File: src/rtl/immgen_pkg.sv
// rtl/immgen_pkg.sv - opcode constants and format tags shared by the immediate generator
package immgen_pkg;

  localparam logic [6:0] OP_LOAD    = 7'b0000011;
  localparam logic [6:0] OP_OPIMM   = 7'b0010011;
  localparam logic [6:0] OP_OPIMM32 = 7'b0011011;
  localparam logic [6:0] OP_JALR    = 7'b1100111;
  localparam logic [6:0] OP_STORE   = 7'b0100011;
  localparam logic [6:0] OP_BRANCH  = 7'b1100011;
  localparam logic [6:0] OP_LUI     = 7'b0110111;
  localparam logic [6:0] OP_AUIPC   = 7'b0010111;
  localparam logic [6:0] OP_JAL     = 7'b1101111;
  localparam logic [6:0] OP_OP      = 7'b0110011;
  localparam logic [6:0] OP_OP32    = 7'b0111011;

  typedef enum logic [2:0] {
    FMT_NONE  = 3'd0,
    FMT_I     = 3'd1,
    FMT_S     = 3'd2,
    FMT_B     = 3'd3,
    FMT_U     = 3'd4,
    FMT_J     = 3'd5,
    FMT_SHAMT = 3'd6
  } fmt_e;

  function automatic logic is_shift_f3(input logic [2:0] funct3);
    return (funct3 == 3'b001) || (funct3 == 3'b101);
  endfunction

endpackage

File: src/rtl/immgen_decode.sv
// rtl/immgen_decode.sv - combinational instruction-to-immediate decoder
module immgen_decode
  import immgen_pkg::*;
#(
  parameter int XLEN = 32
) (
  input  logic [31:0]     instr,
  output logic [XLEN-1:0] imm,
  output logic [2:0]      fmt,
  output logic            illegal
);

  localparam int SH_W = (XLEN == 64) ? 6 : 5;

  logic [6:0]      opcode;
  logic [2:0]      funct3;
  logic [XLEN-1:0] imm_i;
  logic [XLEN-1:0] imm_s;
  logic [XLEN-1:0] imm_b;
  logic [XLEN-1:0] imm_u;
  logic [XLEN-1:0] imm_j;
  logic [XLEN-1:0] shamt_native;
  logic [XLEN-1:0] shamt_w;

  assign opcode = instr[6:0];
  assign funct3 = instr[14:12];

  assign imm_i = XLEN'($signed(instr[31:20]));
  assign imm_s = XLEN'($signed({instr[31:25], instr[11:7]}));
  assign imm_b = XLEN'($signed({instr[31], instr[7], instr[30:25], instr[11:8], 1'b0}));
  assign imm_u = XLEN'($signed({instr[31:12], 12'b0}));
  assign imm_j = XLEN'($signed({instr[31], instr[19:12], instr[20], instr[30:21], 1'b0}));

  // Word shifts (OP-IMM-32) only ever have a 5-bit shift amount.
  assign shamt_native = XLEN'(instr[20 +: SH_W]);
  assign shamt_w      = XLEN'(instr[24:20]);

  always_comb begin
    imm     = '0;
    fmt     = FMT_NONE;
    illegal = 1'b0;
    case (opcode)
      OP_LOAD, OP_JALR: begin
        fmt = FMT_I;
        imm = imm_i;
      end
      OP_OPIMM: begin
        if (is_shift_f3(funct3)) begin
          fmt = FMT_SHAMT;
          imm = shamt_native;
        end else begin
          fmt = FMT_I;
          imm = imm_i;
        end
      end
      OP_OPIMM32: begin
        if (XLEN != 64) begin
          illegal = 1'b1;
        end else if (is_shift_f3(funct3)) begin
          fmt = FMT_SHAMT;
          imm = shamt_w;
        end else begin
          fmt = FMT_I;
          imm = imm_i;
        end
      end
      OP_STORE: begin
        fmt = FMT_S;
        imm = imm_s;
      end
      OP_BRANCH: begin
        fmt = FMT_B;
        imm = imm_b;
      end
      OP_LUI, OP_AUIPC: begin
        fmt = FMT_U;
        imm = imm_u;
      end
      OP_JAL: begin
        fmt = FMT_J;
        imm = imm_j;
      end
      OP_OP, OP_OP32: begin
        fmt = FMT_NONE;
      end
      default: begin
        illegal = 1'b1;
      end
    endcase
  end

endmodule

File: src/rtl/immgen_pipe.sv
// rtl/immgen_pipe.sv - registered immediate generator with a 2-entry skid buffer
module immgen_pipe
  import immgen_pkg::*;
#(
  parameter int XLEN = 32,
  parameter int PC_W = 32
) (
  input  logic            clk,
  input  logic            rst_n,
  input  logic            flush,
  input  logic            in_valid,
  output logic            in_ready,
  input  logic [31:0]     in_instr,
  input  logic [PC_W-1:0] in_pc,
  output logic            out_valid,
  input  logic            out_ready,
  output logic [XLEN-1:0] out_imm,
  output logic [2:0]      out_fmt,
  output logic            out_illegal,
  output logic [PC_W-1:0] out_pc
);

  typedef struct packed {
    logic [XLEN-1:0] imm;
    logic [2:0]      fmt;
    logic            illegal;
    logic [PC_W-1:0] pc;
  } entry_t;

  entry_t dec_entry;
  entry_t main_d, main_q;
  entry_t skid_d, skid_q;
  logic   main_valid_d, main_valid_q;
  logic   skid_valid_d, skid_valid_q;
  logic   in_fire;
  logic   out_fire;

  immgen_decode #(.XLEN(XLEN)) u_decode (
    .instr   (in_instr),
    .imm     (dec_entry.imm),
    .fmt     (dec_entry.fmt),
    .illegal (dec_entry.illegal)
  );
  assign dec_entry.pc = in_pc;

  assign in_ready = ~skid_valid_q;
  assign in_fire  = in_valid & in_ready;
  assign out_fire = main_valid_q & out_ready;

  always_comb begin
    main_d       = main_q;
    skid_d       = skid_q;
    main_valid_d = main_valid_q;
    skid_valid_d = skid_valid_q;
    if (flush) begin
      main_valid_d = 1'b0;
      skid_valid_d = 1'b0;
    end else if (!main_valid_q || out_fire) begin
      // A full skid implies in_ready was low, so no new input competes for main.
      if (skid_valid_q) begin
        main_d       = skid_q;
        main_valid_d = 1'b1;
        skid_valid_d = 1'b0;
      end else if (in_fire) begin
        main_d       = dec_entry;
        main_valid_d = 1'b1;
      end else begin
        main_valid_d = 1'b0;
      end
    end else if (in_fire) begin
      skid_d       = dec_entry;
      skid_valid_d = 1'b1;
    end
  end

  always_ff @(posedge clk) begin
    if (!rst_n) begin
      main_q       <= '0;
      skid_q       <= '0;
      main_valid_q <= 1'b0;
      skid_valid_q <= 1'b0;
    end else begin
      main_q       <= main_d;
      skid_q       <= skid_d;
      main_valid_q <= main_valid_d;
      skid_valid_q <= skid_valid_d;
    end
  end

  assign out_valid   = main_valid_q;
  assign out_imm     = main_q.imm;
  assign out_fmt     = main_q.fmt;
  assign out_illegal = main_q.illegal;
  assign out_pc      = main_q.pc;

endmodule

File: config.mk
export PLATFORM = sky130hd
export DESIGN_NAME = immgen_pipe
export DESIGN_NICKNAME = d
export VERILOG_FILES = /design/src/rtl/immgen_pkg.sv /design/src/rtl/immgen_decode.sv /design/src/rtl/immgen_pipe.sv
export SDC_FILE = /design/constraint.sdc
export NUM_CORES = 1
export LEC_CHECK = 0
export ABC_AREA = 1
export CAP_MARGIN = 20
export CORE_UTILIZATION = 40
export DETAILED_ROUTE_END_ITERATION = 8
export PLACE_DENSITY = 0.68
export SLEW_MARGIN = 40
export SYNTH_ARGS = -nofsm -noshare
export SYNTH_HDL_FRONTEND = slang
export SYNTH_SLANG_ARGS = --single-unit
export TNS_END_PERCENT = 30
File: constraint.sdc
create_clock -name clk -period 1.23 [get_ports clk]
set_input_delay 0.246 -clock clk [delete_from_list [all_inputs] [get_ports clk]]
set_output_delay 0.246 -clock clk [all_outputs]
set_load 0.02 [all_outputs]
* Yosys cells after proc, flatten, opt, wreduce, memory -nomap -nowiden
Index checks and enable logic that the tools add are counted. Widths: inputs -> output; s select.
Operators by class: eq/ne operators 12, reduce and logical (&&, ||, !) cells 11, mux-type cells 9, bitwise operators 6
Operator list (number):
- $pmux 32 s6 | 1
- $mux 68 | 2
- $mux 32 | 1
- $eq 7x6->1 const B | 4
- $eq 7x7->1 const B | 3
- $pmux 3 s6 | 1
- $eq 7x5->1 const B | 2
- $reduce_or 10->1 | 1
- $eq 7x2->1 const B | 1
- $reduce_and 3->1 | 2
- $reduce_or 2->1 | 3
- $not 1->1 | 4
- $eq 3x1->1 const B | 1
- $eq 3x3->1 const B | 1
- $mux 1 | 3
- $mux 3 | 1
- $reduce_or 3->1 | 1
- $and 1x1->1 | 2
- $logic_or 1x1->1 | 2
- $reduce_bool 2->1 | 1
- $logic_not 1->1 | 1
Storage, ports and cells: bits in registers 138, output and inout port bits 70, input port bits 69, word-level logic and storage cells 48

* Longest topological paths before layout
depth in word-level cells 6, mapped depth 11, depth with buffers taken out 10

* Hierarchy
Synthesis repeated with hierarchy kept, for this count alone.
Unflattened totals: cell total of the unflattened synthesis 1243, area total of the unflattened synthesis 7325.8 µm²
Modules (own cells, without submodules):
- immgen_pipe | cells each 1035, seq. area each 2762.6 µm², times used 1, area an instance 6427.4 µm²
- immgen_decode | cells each 208, seq. area each 0.0 µm², times used 1, area an instance 898.4 µm²

* Worst setup path before layout
OpenSTA, ideal clock, no wires.
kind register -> register, start register main_valid_q (netlist: out_valid), end register skid_q[27] (netlist bit), period minus slack after synthesis 1493 ps, data required time 1102 ps, setup time 128 ps, path slack -263 ps, cell stages (with the launch flop) 8, arrival 1364 ps, path through dfxtp_1 -> nand2_1 -> nor2_1 -> nand3_1 -> buf_2 -> inv_4 -> clkbuf_1 -> a21oi_1
On the way: longest elaborated chain between the ends 4
RTL lines:
- start: declaration | RTL line immgen_pipe.sv:33 | logic main_valid_d, main_valid_q;
- start signal: assignment | RTL line immgen_pipe.sv:85 | main_valid_q <= main_valid_d;
- $and 1x1->1 / $logic_not 1->1 (equally long branches) | RTL line immgen_pipe.sv:48, immgen_pipe.sv:58
- $logic_or 1x1->1 (*) | RTL line immgen_pipe.sv:58 | end else if (!main_valid_q || out_fire) begin
- $not 1->1 (no line) (*)
- $reduce_and 3->1 (no line) (*)
- end signal: assignment | RTL line immgen_pipe.sv:84 | skid_q <= skid_d;
- end: declaration | RTL line immgen_pipe.sv:32 | entry_t skid_d, skid_q;
Every way passes the cells marked *; elsewhere a longest branch is shown, timed or not. A chain may end at the register's enable or synchronous reset.

* Worst setup path in the final report
start register skid_valid_q, end output in_ready
On the way: longest elaborated chain between the ends 1
RTL lines:
- start: declaration | RTL line immgen_pipe.sv:34 | logic skid_valid_d, skid_valid_q;
- start signal: assignment | RTL line immgen_pipe.sv:86 | skid_valid_q <= skid_valid_d;
- $not 1->1 | RTL line immgen_pipe.sv:46 | assign in_ready = ~skid_valid_q;
- end: declaration | RTL line immgen_pipe.sv:12 | output logic in_ready,
Every way passes these cells.

==> reports/results.ini <==
[run_status]
status=finished with violations
violations=negative setup slack

[sta]
hold_ws_ns=0.3265
clock_skew_ns=0.007435
final.setup.tns_ns=-0.7966
rsz0062_at_grt=true
post-route-min-period_ns=1.292
finalMaxSlewViolations=0
finalCritPeriodShare=1.050
finalSetupViolCount=36
layout_setup_ws_ns=-0.06187
relSlewSlack=0.6400
tightestPinTransition_ns=0.5392
hold_violations=0
clock.fmax_ghz=0.7741

[pwr]
finalPower_mw=11.44
ir_drop_v=0.001056
p_leak_nw=4.284
power_density_mw_per_mm2=1268

[layout]
drive_gt1_frac=0.2604
fin_util=0.5911
final_cell_area_mm2=0.009020
diodes=0
layout.nets=1139
area_growth_pct=43.75

[critical_path]
crit_slowest_cell=dfxtp_4
cp.arrival_ns=1.05
worst_ep_required_time_ns=0.98
crit_chain=inv_2, buf_4
critical_path.max_fanout=5
path_delay_family=flip-flops
start_kind=flop
cpPeakStageDelay_ns=0.39
crit_path_end_kind=output pin
worst-setup-path-type=flop to output pin
crit_buf_inv=2

[drt]
via_per_inst=5.060
drt-total-wl_um=19190
met1Wirelength_um=8582
top_layer=met4
num_vias=6548
antenna_left=0
dr.pass1.iters=7
drt_iter0_drc=416
wl_met3_um=1020
drc_errors=0
route.met2.wl_um=9327
wl_per_cell_um=14.83

[logic_synthesis]
synthSimpleGateAreaFrac=0.2570
synth_fa_ha_area_frac=0
yosysSeqAreaShare=0.4403
synth_top_family_by_area=simple AND/OR/NAND/NOR gates
ys_ff_latch=138
synth_fp_nets=968
avgSynthCellArea_um2=6.980
synth_compound_area_frac=0.2138
synth_xor_area_frac=0
synthDominantCellAreaShare=0.4403
synth_cell_types=30
muxShareOfSynthArea=0
netlist_top_cells_area=dfxtp_1 (44%), o21ai_0 (11%), nand2_1 (9.3%), nor2_1 (9.3%), a21oi_1 (6.8%)
yosysWarningCount=0
syn_inst=899
synth_area_mm2=0.006275
synth_area_leader_cell=dfxtp_1

[floorplanning]
die_x_um=127.2
coreArea_mm2=0.01526
io_pins=139
core.rowCount=45
fp.dieH_um=127.2
initial_utilization=0.4112
fp.dieArea_mm2=0.01619

[clock_tree]
cts.clk_slew.worst_paths_ns=0.06
clock-sinks=138
numCtsBuffers=17
clkLatencyLatePin_ns=0.42
tritoncts=yes
root_buffer=clkbuf_16
clockBufferDepth=2
hold_buffers=0
htree_num_levels=4

[global_routing]
grt_util_all_layers=0.2352
grt_max_degree=93
antenna_found_initial=0
grt_pass1_wl_um=30040
overflow=0
grt_pass1_vias=5902

[placement]
hpwl_um=11910
port_buffers=138
post_dp_cell_area_mm2=0.008240
place.gp.congestion=0.9008

[hold_path]
hp-class=primary input to flop

[run]
maxCapViolations=0

==> routing by layer <==
| metal | track usage | up-vias |
|---|---|---|
| met3 | 0.03811 | 26 |
| met2 | 0.3975 | 216 |
| li1 | - | 3308 |
| met5 | 0 | - |
| met4 | 0.07983 | 0 |
| met1 | 0.3049 | 2998 |
==> synth_stat cells, drive strengths merged <==
library cell    n
nor2          161
nand4           2
nor4            1
a21oi          85
inv            64
clkinv          1
nand3b          1
buf            26
nand2         166
a31oi          32
clkbuf         38
nand3          43
o21bai          3
dfxtp         138
o21ai         137
a211oi          1
==> worst paths after layout <==
kind,startpoint,end,slack (ns),cells past startpoint
max,skid_valid_q,in_ready,-0.06,2
min,in_valid,skid_valid_q,0.33,4
max reg2reg,out_valid,out_imm[24],-0.05,7
min reg2reg,skid_q[17],out_pc[17],0.47,2
==> worst register-to-register path, delay by kind of cell, from the launching register on <==
family / cells / cell delay [ns]
buffers and inverters: 3 / 0.45
AOI/OAI and AO/OA: 2 / 0.23
DFF: 1 / 0.35
and+or+nand+nor: 2 / 0.16
==> state kept, by name (all words and copies together) (netlist names) <==
register / cells
skid_valid_q: 1
out_fmt: 3
out_imm: 32
out_valid: 1
out_pc: 32
out_illegal: 1
skid_q: 68
==> layout make-up <==
type / count / area [um2]
multi-input combinational: 633 / 3213
fill: 1376 / 6238
clock inverter: 14 / 168.9
clock buffer: 18 / 439.2
timing repair buffer: 215 / 1887
sequential: 138 / 2779
inverter: 65 / 269.0
tap: 211 / 264.0
==> repair_timing <==
item / CTS / global route
pin swaps: 12 / 15
endpoints found under the setup margin: 206 / 145
resized for setup: 368 / 108
setup buffers: 7 / 4
cloned: 2 / 3
==> through the flow <==
stage          setup slack, ns  instances
6_report              -0.06187       1294
5_1_grt                -0.1143       1294
4_1_cts               -0.07538       1287
3_5_place_dp           -0.6737       1246
3_3_place_gp           -0.6472       1246
2_1_floorplan         -0.01406        899
==> kinds of logic after synthesis <==
family | count (synthesis)
buf+inv | 129
simple gates | 374
compound gates | 258
flops | 138
==> placed cells by master, fill, tap and decap left out, drive strengths merged <==
| cell type | instances |
|---|---|
| nand4 | 2 |
| a211oi | 1 |
| dlygate4sd2 | 3 |
| clkinv | 8 |
| nor4 | 1 |
| bufinv | 3 |
| o21bai | 3 |
| clkinvlp | 2 |
| nand2 | 166 |
| dlymetal6s2s | 1 |
| a21oi | 85 |
| dfxtp | 138 |
| nor2 | 161 |
| o21ai | 137 |
| clkbuf | 28 |
| clkdlybuf4s15 | 1 |
| inv | 66 |
| nand3b | 2 |
| a31oi | 32 |
| clkdlybuf4s50 | 56 |
| nand3 | 43 |
| buf | 144 |
==> where the power goes <==
| part | internal [mW] | total (mW) | switching (mW) |
|---|---|---|---|
| logic | 0.635 | 1.46 | 0.829 |
| clock network | 3.24 | 5.22 | 1.97 |
| registers | 4.65 | 4.75 | 0.103 |
| total | 8.53 | 11.4 | 2.91 |
Power figures use the tool's default switching activity.
